--- config.mk ---
export PLATFORM = sky130hd
export DESIGN_NAME = mem_access
export DESIGN_NICKNAME = d
export VERILOG_FILES = /design/src/rtl/mem_access_pkg.sv /design/src/rtl/mem_load_ext.sv /design/src/rtl/mem_access.sv
export SDC_FILE = /design/constraint.sdc
export NUM_CORES = 1
export LEC_CHECK = 0
export ABC_CLOCK_PERIOD_IN_PS = 5650
export BUFFER_PORTS_ARGS = -buffer_cell sky130_fd_sc_hd__buf_4
export CAP_MARGIN = 20
export CORE_AREA = 8 8 130 132
export DETAILED_ROUTE_END_ITERATION = 12
export DIE_AREA = 0 0 138 140
export GPL_TIMING_DRIVEN = 0
export SLEW_MARGIN = 20
export SYNTH_ARGS = -nofsm -noshare
export SYNTH_HDL_FRONTEND = slang
export SYNTH_HIERARCHICAL = 1
export SYNTH_SLANG_ARGS = --single-unit
--- constraint.sdc ---
create_clock -name clk -period 5.65 [get_ports clk]
set_input_delay 1.13 -clock clk [delete_from_list [all_inputs] [get_ports clk]]
set_output_delay 1.13 -clock clk [all_outputs]
set_load 0.01 [all_outputs]
--- src/rtl/mem_access_pkg.sv ---
// Shared definitions for the MEM stage: load/store op codes, RAM address width,
// FSM state encoding and the access-width decode.
package mem_access_pkg;

  localparam int RAM_ADDR_W  = 17;
  localparam int ALUOP_BUS_W = 8;

  localparam logic [7:0] EXE_ADD = 8'h20;
  localparam logic [7:0] EXE_LB  = 8'hE0;
  localparam logic [7:0] EXE_LH  = 8'hE1;
  localparam logic [7:0] EXE_LW  = 8'hE3;
  localparam logic [7:0] EXE_LBU = 8'hE4;
  localparam logic [7:0] EXE_LHU = 8'hE5;
  localparam logic [7:0] EXE_SB  = 8'hE8;
  localparam logic [7:0] EXE_SH  = 8'hE9;
  localparam logic [7:0] EXE_SW  = 8'hEB;

  localparam logic [2:0] EXE_RES_LS = 3'b101;

  typedef enum logic [1:0] {S_IDLE, S_XFER, S_LAST, S_DONE} state_t;

  // Number of bytes moved by an op; zero marks a non load/store op.
  function automatic logic [2:0] ls_width(input logic [ALUOP_BUS_W-1:0] op);
    case (op)
      EXE_LB, EXE_LBU, EXE_SB: ls_width = 3'd1;
      EXE_LH, EXE_LHU, EXE_SH: ls_width = 3'd2;
      EXE_LW, EXE_SW:          ls_width = 3'd4;
      default:                 ls_width = 3'd0;
    endcase
  endfunction

  function automatic logic is_store(input logic [ALUOP_BUS_W-1:0] op);
    case (op)
      EXE_SB, EXE_SH, EXE_SW: is_store = 1'b1;
      default:                is_store = 1'b0;
    endcase
  endfunction

  function automatic logic is_load(input logic [ALUOP_BUS_W-1:0] op);
    case (op)
      EXE_LB, EXE_LBU, EXE_LH, EXE_LHU, EXE_LW: is_load = 1'b1;
      default:                                  is_load = 1'b0;
    endcase
  endfunction

endpackage

--- src/rtl/mem_load_ext.sv ---
// Turns the little-endian byte buffer of a finished load into the 32-bit
// register value (sign- or zero-extended by op).
module mem_load_ext
  import mem_access_pkg::*;
#(
  parameter int ALUOP_W = ALUOP_BUS_W
) (
  input  logic [31:0]        byte_buf,
  input  logic [ALUOP_W-1:0] aluop,
  output logic [31:0]        result
);

  // Select extension by load op.
  always_comb begin
    result = 32'd0;
    case (aluop)
      EXE_LB:  result = {{24{byte_buf[7]}}, byte_buf[7:0]};
      EXE_LBU: result = {24'd0, byte_buf[7:0]};
      EXE_LH:  result = {{16{byte_buf[15]}}, byte_buf[15:0]};
      EXE_LHU: result = {16'd0, byte_buf[15:0]};
      EXE_LW:  result = byte_buf;
      default: result = 32'd0;
    endcase
  end

endmodule

--- src/rtl/mem_access.sv ---
// MEM stage: serialises loads/stores one byte per cycle over the shared RAM
// port and stalls the pipeline until the access finishes.
module mem_access
  import mem_access_pkg::*;
#(
  parameter int ADDR_W  = RAM_ADDR_W,
  parameter int ALUOP_W = ALUOP_BUS_W
) (
  input  logic               clk,
  input  logic               rst,
  input  logic [ALUOP_W-1:0] aluop_i,
  input  logic               mem_rw_i,
  input  logic [ADDR_W-1:0]  mem_addr_i,
  input  logic [31:0]        mem_wdata_i,
  input  logic [4:0]         wd_i,
  input  logic               wreg_i,
  input  logic [31:0]        wdata_i,
  output logic               ram_req_o,
  input  logic               ram_gnt_i,
  output logic [ADDR_W-1:0]  ram_addr_o,
  output logic               ram_wr_o,
  output logic [7:0]         ram_dout_o,
  input  logic [7:0]         ram_din_i,
  output logic [4:0]         wd_o,
  output logic               wreg_o,
  output logic [31:0]        wdata_o,
  output logic               stall_req_o
);

  state_t      state_r;
  logic [2:0]  cnt_r;
  logic        pend_r;
  logic [31:0] buf_r;

  logic [2:0]  n_s;
  logic        load_s;
  logic        store_s;
  logic        ls_s;
  logic        req_s;
  logic        issue_s;
  logic        last_s;
  logic [1:0]  cap_idx_s;
  logic [31:0] ext_s;

  // Op decode and per-cycle transfer control.
  always_comb begin
    n_s       = ls_width(aluop_i);
    load_s    = is_load(aluop_i);
    store_s   = is_store(aluop_i);
    ls_s      = mem_rw_i && (n_s != 3'd0);
    req_s     = rst && (((state_r == S_IDLE) && ls_s) || (state_r == S_XFER));
    issue_s   = req_s && ram_gnt_i;
    last_s    = ((cnt_r + 3'd1) == n_s);
    cap_idx_s = cnt_r[1:0] - 2'd1;
  end

  mem_load_ext #(.ALUOP_W(ALUOP_W)) u_load_ext (
    .byte_buf (buf_r),
    .aluop    (aluop_i),
    .result   (ext_s)
  );

  // RAM port and MEM/WB outputs; held at zero while reset is asserted.
  always_comb begin
    ram_req_o   = 1'b0;
    ram_addr_o  = {ADDR_W{1'b0}};
    ram_wr_o    = 1'b0;
    ram_dout_o  = 8'd0;
    stall_req_o = 1'b0;
    wd_o        = 5'd0;
    wreg_o      = 1'b0;
    wdata_o     = 32'd0;
    if (!rst) begin
      wdata_o = 32'd0;
    end else begin
      ram_req_o   = req_s;
      ram_addr_o  = mem_addr_i + {{(ADDR_W-3){1'b0}}, cnt_r};
      ram_wr_o    = issue_s && store_s;
      ram_dout_o  = mem_wdata_i[{cnt_r[1:0], 3'b000} +: 8];
      stall_req_o = ((state_r == S_IDLE) && ls_s) || (state_r == S_XFER) || (state_r == S_LAST);
      wd_o        = wd_i;
      if (state_r == S_DONE) begin
        wreg_o  = load_s ? wreg_i : 1'b0;
        wdata_o = load_s ? ext_s : wdata_i;
      end else if (ls_s) begin
        // Bubble towards MEM/WB while the access is still running.
        wreg_o  = 1'b0;
        wdata_o = 32'd0;
      end else begin
        wreg_o  = wreg_i && !mem_rw_i;
        wdata_o = wdata_i;
      end
    end
  end

  // Transfer FSM, byte counter and load byte capture.
  always_ff @(posedge clk or negedge rst) begin
    if (!rst) begin
      state_r <= S_IDLE;
      cnt_r   <= 3'd0;
      pend_r  <= 1'b0;
      buf_r   <= 32'd0;
    end else begin
      // Read data trails its address by one cycle; pend marks a byte in flight.
      if (pend_r) begin
        buf_r[{cap_idx_s, 3'b000} +: 8] <= ram_din_i;
      end
      pend_r <= issue_s;
      case (state_r)
        S_IDLE: begin
          if (issue_s) begin
            cnt_r <= 3'd1;
            if (last_s) begin
              state_r <= load_s ? S_LAST : S_DONE;
            end else begin
              state_r <= S_XFER;
            end
          end
        end
        S_XFER: begin
          if (issue_s) begin
            cnt_r <= cnt_r + 3'd1;
            if (last_s) begin
              state_r <= load_s ? S_LAST : S_DONE;
            end
          end
        end
        S_LAST: state_r <= S_DONE;
        S_DONE: begin
          state_r <= S_IDLE;
          cnt_r   <= 3'd0;
        end
        default: begin
          state_r <= S_IDLE;
          cnt_r   <= 3'd0;
        end
      endcase
    end
  end

endmodule

==> flow_summary_export.csv <==
group,metric,value,unit
yosys,synthTopCellsByArea,"dfrtp_1, mux2_2, a22o_1, a22oi_1, and2_1",
die,rows,45,
place,routabilityCongestion,0.8865,
die,start_util,26.33,%
worst_setup_path,crit_chain,"buf_4, nand4b_4, a211oi_4, buf_4, mux2_2, a22oi_1, nor2b_1, buf_4",
place,place_area,5440,µm²
worst_setup_path,critPathMaxStageDelay,0.58,ns
worst_setup_path,path_buf_inv,3,
yosys,netlist_top_cells_count,"dfrtp_1, and2_1, nor2b_1",
yosys,avgSynthCellArea,9.209,µm²
global_route,grt_pass1_vias,4552,
clock_tree,post_cts_buffers,0,
global_route,grt_use_total,14.76,%
drt,vias,4041,
clock_tree,cts-hold-fix-buffers,0,
clock_tree,cts_tree,"built",
yosys,synth_edf_count,0,
global_route,grt_max_degree,42,
place,dp.cells,785,
clock_tree,root_buffer,"clkbuf_16",
worst_setup_path,r2r_end,"state_r[0]",
power,total_power,1.820,mW
timing,rsz0062_at_grt,"false",
place,hpwl,12110,µm
clock_tree,insertion_delay,0.28,ns
yosys,ys_ff_latch,38,
cells_and_area,syn_to_final_growth,44.09,%
place,port_buffers,172,
timing,finalHoldViolations,0,
drt,drt_iter0_drc,134,
yosys,synth_area_leader_cell,"dfrtp_1",
cells_and_area,diodes,0,
global_route,overflow,0,
timing,fin_skew,0.003149,ns
worst_setup_path,path_class,"input port to output port",
worst_setup_path,r2r_start,"cnt_r[1]",
worst_setup_path,worstPathArrival,3.11,ns
timing,slew_headroom,43.79,%
flow_run,maxCapViolCount,0,
drt,first_pass_iters,6,
global_route,antenna_found_initial,0,
timing,fin_crit,4.242,ns
power,ir_drop,0.1390,mV
drt,viasPerCell,5.096,
timing,slew_viol_final,0,
clock_tree,clkTransAtPathRegs,0.05,ns
worst_setup_path,r2r_slack,2.95,ns
worst_setup_path,path_max_fanout,10,
yosys,synth_cells,425,
worst_setup_path,required,4.52,ns
drt,drc_errors,0,
min_path,hp-start,"buf_r[6]",
timing,max_freq,235.7,MHz
worst_setup_path,critPathMostFrequentCell,"buf_4",
global_route,grt_pass1_wl,23580,µm
die,dieWidth,138,µm
cells_and_area,final_area,5639,µm²
timing,worst_pin_slew,0.8361,ns
status,status,"finished, final reports clean",
worst_setup_path,cp-end-kind,"output port",
drt,wl_per_cell,18.40,µm
clock_tree,clk_path_buf_depth,2,
yosys,ys_seq_area_share,24.30,%
min_path,hp-class,"register to register",
clock_tree,ctsResizeCount,0,
yosys,synth_ff_type,"dfrtp_1",
clock_tree,numCtsBuffers,5,
power,power_density,322.7,nW/µm²
timing,final.setup.tns,0,ns
cells_and_area,drive_above_1_share,41.98,%
worst_setup_path,r2r.worst_path.cells,8,
yosys,ys_warn_count,6,
power,leakage,2.487,nW
timing,timing.final.crit_share,75.08,%
yosys,synth_nets,546,
yosys,synth_area,3914,µm²
yosys,synth_cell_types,58,
cells_and_area,fin_cells,793,
min_path,hold_depth,1,
clock_tree,cts_max_level,2,
worst_setup_path,start_kind,"input port",
clock_tree,clock_sinks,38,
die,pin_count,173,
yosys,async_reset_ff_share,100.0,%
yosys,synth_top_area_share,24.30,%
timing,final-setup-viol-count,0,
worst_setup_path,cp_slowest_cell,"a211oi_4",
yosys,synth.most_common_cell,"dfrtp_1",
drt,routed_wl,14590,µm
worst_setup_path,cp_top_family,"compound AO/OA/AOI/OAI gates",
die,die_area,19320,µm²
die,die_h,140,µm
cells_and_area,nNetsFinal,725,
die,core,14860,µm²
min_path,min_to,"buf_r[6]",
drt,ant_nets,0,
[through the flow]
step	setup slack [ns]	hold slack, ns	util [%]
floorplan	1.881	0.4645	-
global placement	1.410	0.4824	36.60
detailed placement	1.365	0.4847	36.60
CTS	1.357	0.5024	37.94
global route	1.267	0.5240	37.94
finish	1.408	0.5012	37.94
[cell usage in the layout, fill, tap and decap left out, types with 3 or more instances in the layout]
cell and count:
a211o_1 3, a21boi_0 3, a21o_1 3, a21oi_1 17, a21oi_2 12, a22o_1 32, a22oi_1 31, and2_1 35
and3_1 3, buf_4 177, buf_6 3, clkbuf_1 17, clkbuf_16 5, dfrtp_1 38, ha_1 13, inv_1 10
mux2_2 32, mux4_2 8, nand2_1 31, nand3_1 10, nand4_1 3, nor2_1 6, nor2b_1 35, nor3_1 5
o21a_1 3, o21ai_0 12, or3_1 5, xnor2_1 6, xor2_1 8
[cells by family after synthesis]
| group | after synthesis | synth area share [%] |
|---|---|---|
| compound gates | 131 | 26.18 |
| xor+xnor | 14 | 3.133 |
| fa+ha+maj | 14 | 4.668 |
| buf+inv | 37 | 4.668 |
| flops | 38 | 24.30 |
| mux | 41 | 14.07 |
| simple gates | 150 | 22.99 |
[layout make-up]
cell class	instances	area, µm²
Fill cell	1519	9225
Multi-Input combinational cell	350	2780
Inverter	10	37.54
Tap cell	188	235.2
Clock inverter	2	60.06
Sequential cell	38	950.9
Buffer	27	145.1
Clock buffer	6	138.9
Timing Repair Buffer	172	1291
[worst max path at each step]
| stage | endpoint | slack (ns) | start | cells past startpoint |
|---|---|---|---|---|
| after detailed placement | wdata_o[19] | 1.37 | aluop_i[4] | 8 |
| after floorplan | ram_addr_o[14] | 1.88 | mem_addr_i[0] | 6 |
| after CTS | wdata_o[19] | 1.36 | aluop_i[4] | 8 |
| after global placement | wdata_o[9] | 1.41 | aluop_i[4] | 8 |
| after global routing | wdata_o[11] | 1.27 | aluop_i[4] | 8 |
| final | wdata_o[19] | 1.41 | aluop_i[4] | 8 |
[sequential cells by signal (all words and copies together) (netlist names)]
| name | count |
|---|---|
| buf_r | 32 |
| state_r | 2 |
| cnt_r | 3 |
| pend_r | 1 |
[routing by layer]
| layer | wire (µm) | part of all wire, % | up-vias | GRT usage (%) |
|---|---|---|---|---|
| li1 | - | - | 1942 | - |
| met1 | 5983 | 41 | 1973 | 16.65 |
| met2 | 7619 | 52 | 116 | 27.28 |
| met3 | 875 | 6.0 | 10 | 4.260 |
| met4 | 110 | 0.75 | 0 | 2.288 |
| met5 | 0 | 0 | - | 0 |
[where the power goes]
group	switching, mW	total [mW]	internal (mW)
combinational	0.510	0.998	0.488
sequential	0.0762	0.449	0.372
clock	0.108	0.373	0.265
[worst register-to-register path: stages, from the launching register on]
cell and delay (ns):
dfrtp_1 0.46, clkbuf_1 0.49, inv_1 0.18, ha_1 0.49
and3_1 0.21, nand3_1 0.08, nand3_1 0.16, a31o_2 0.20
mux2_2 0.33
Power figures use the tool's default switching activity.
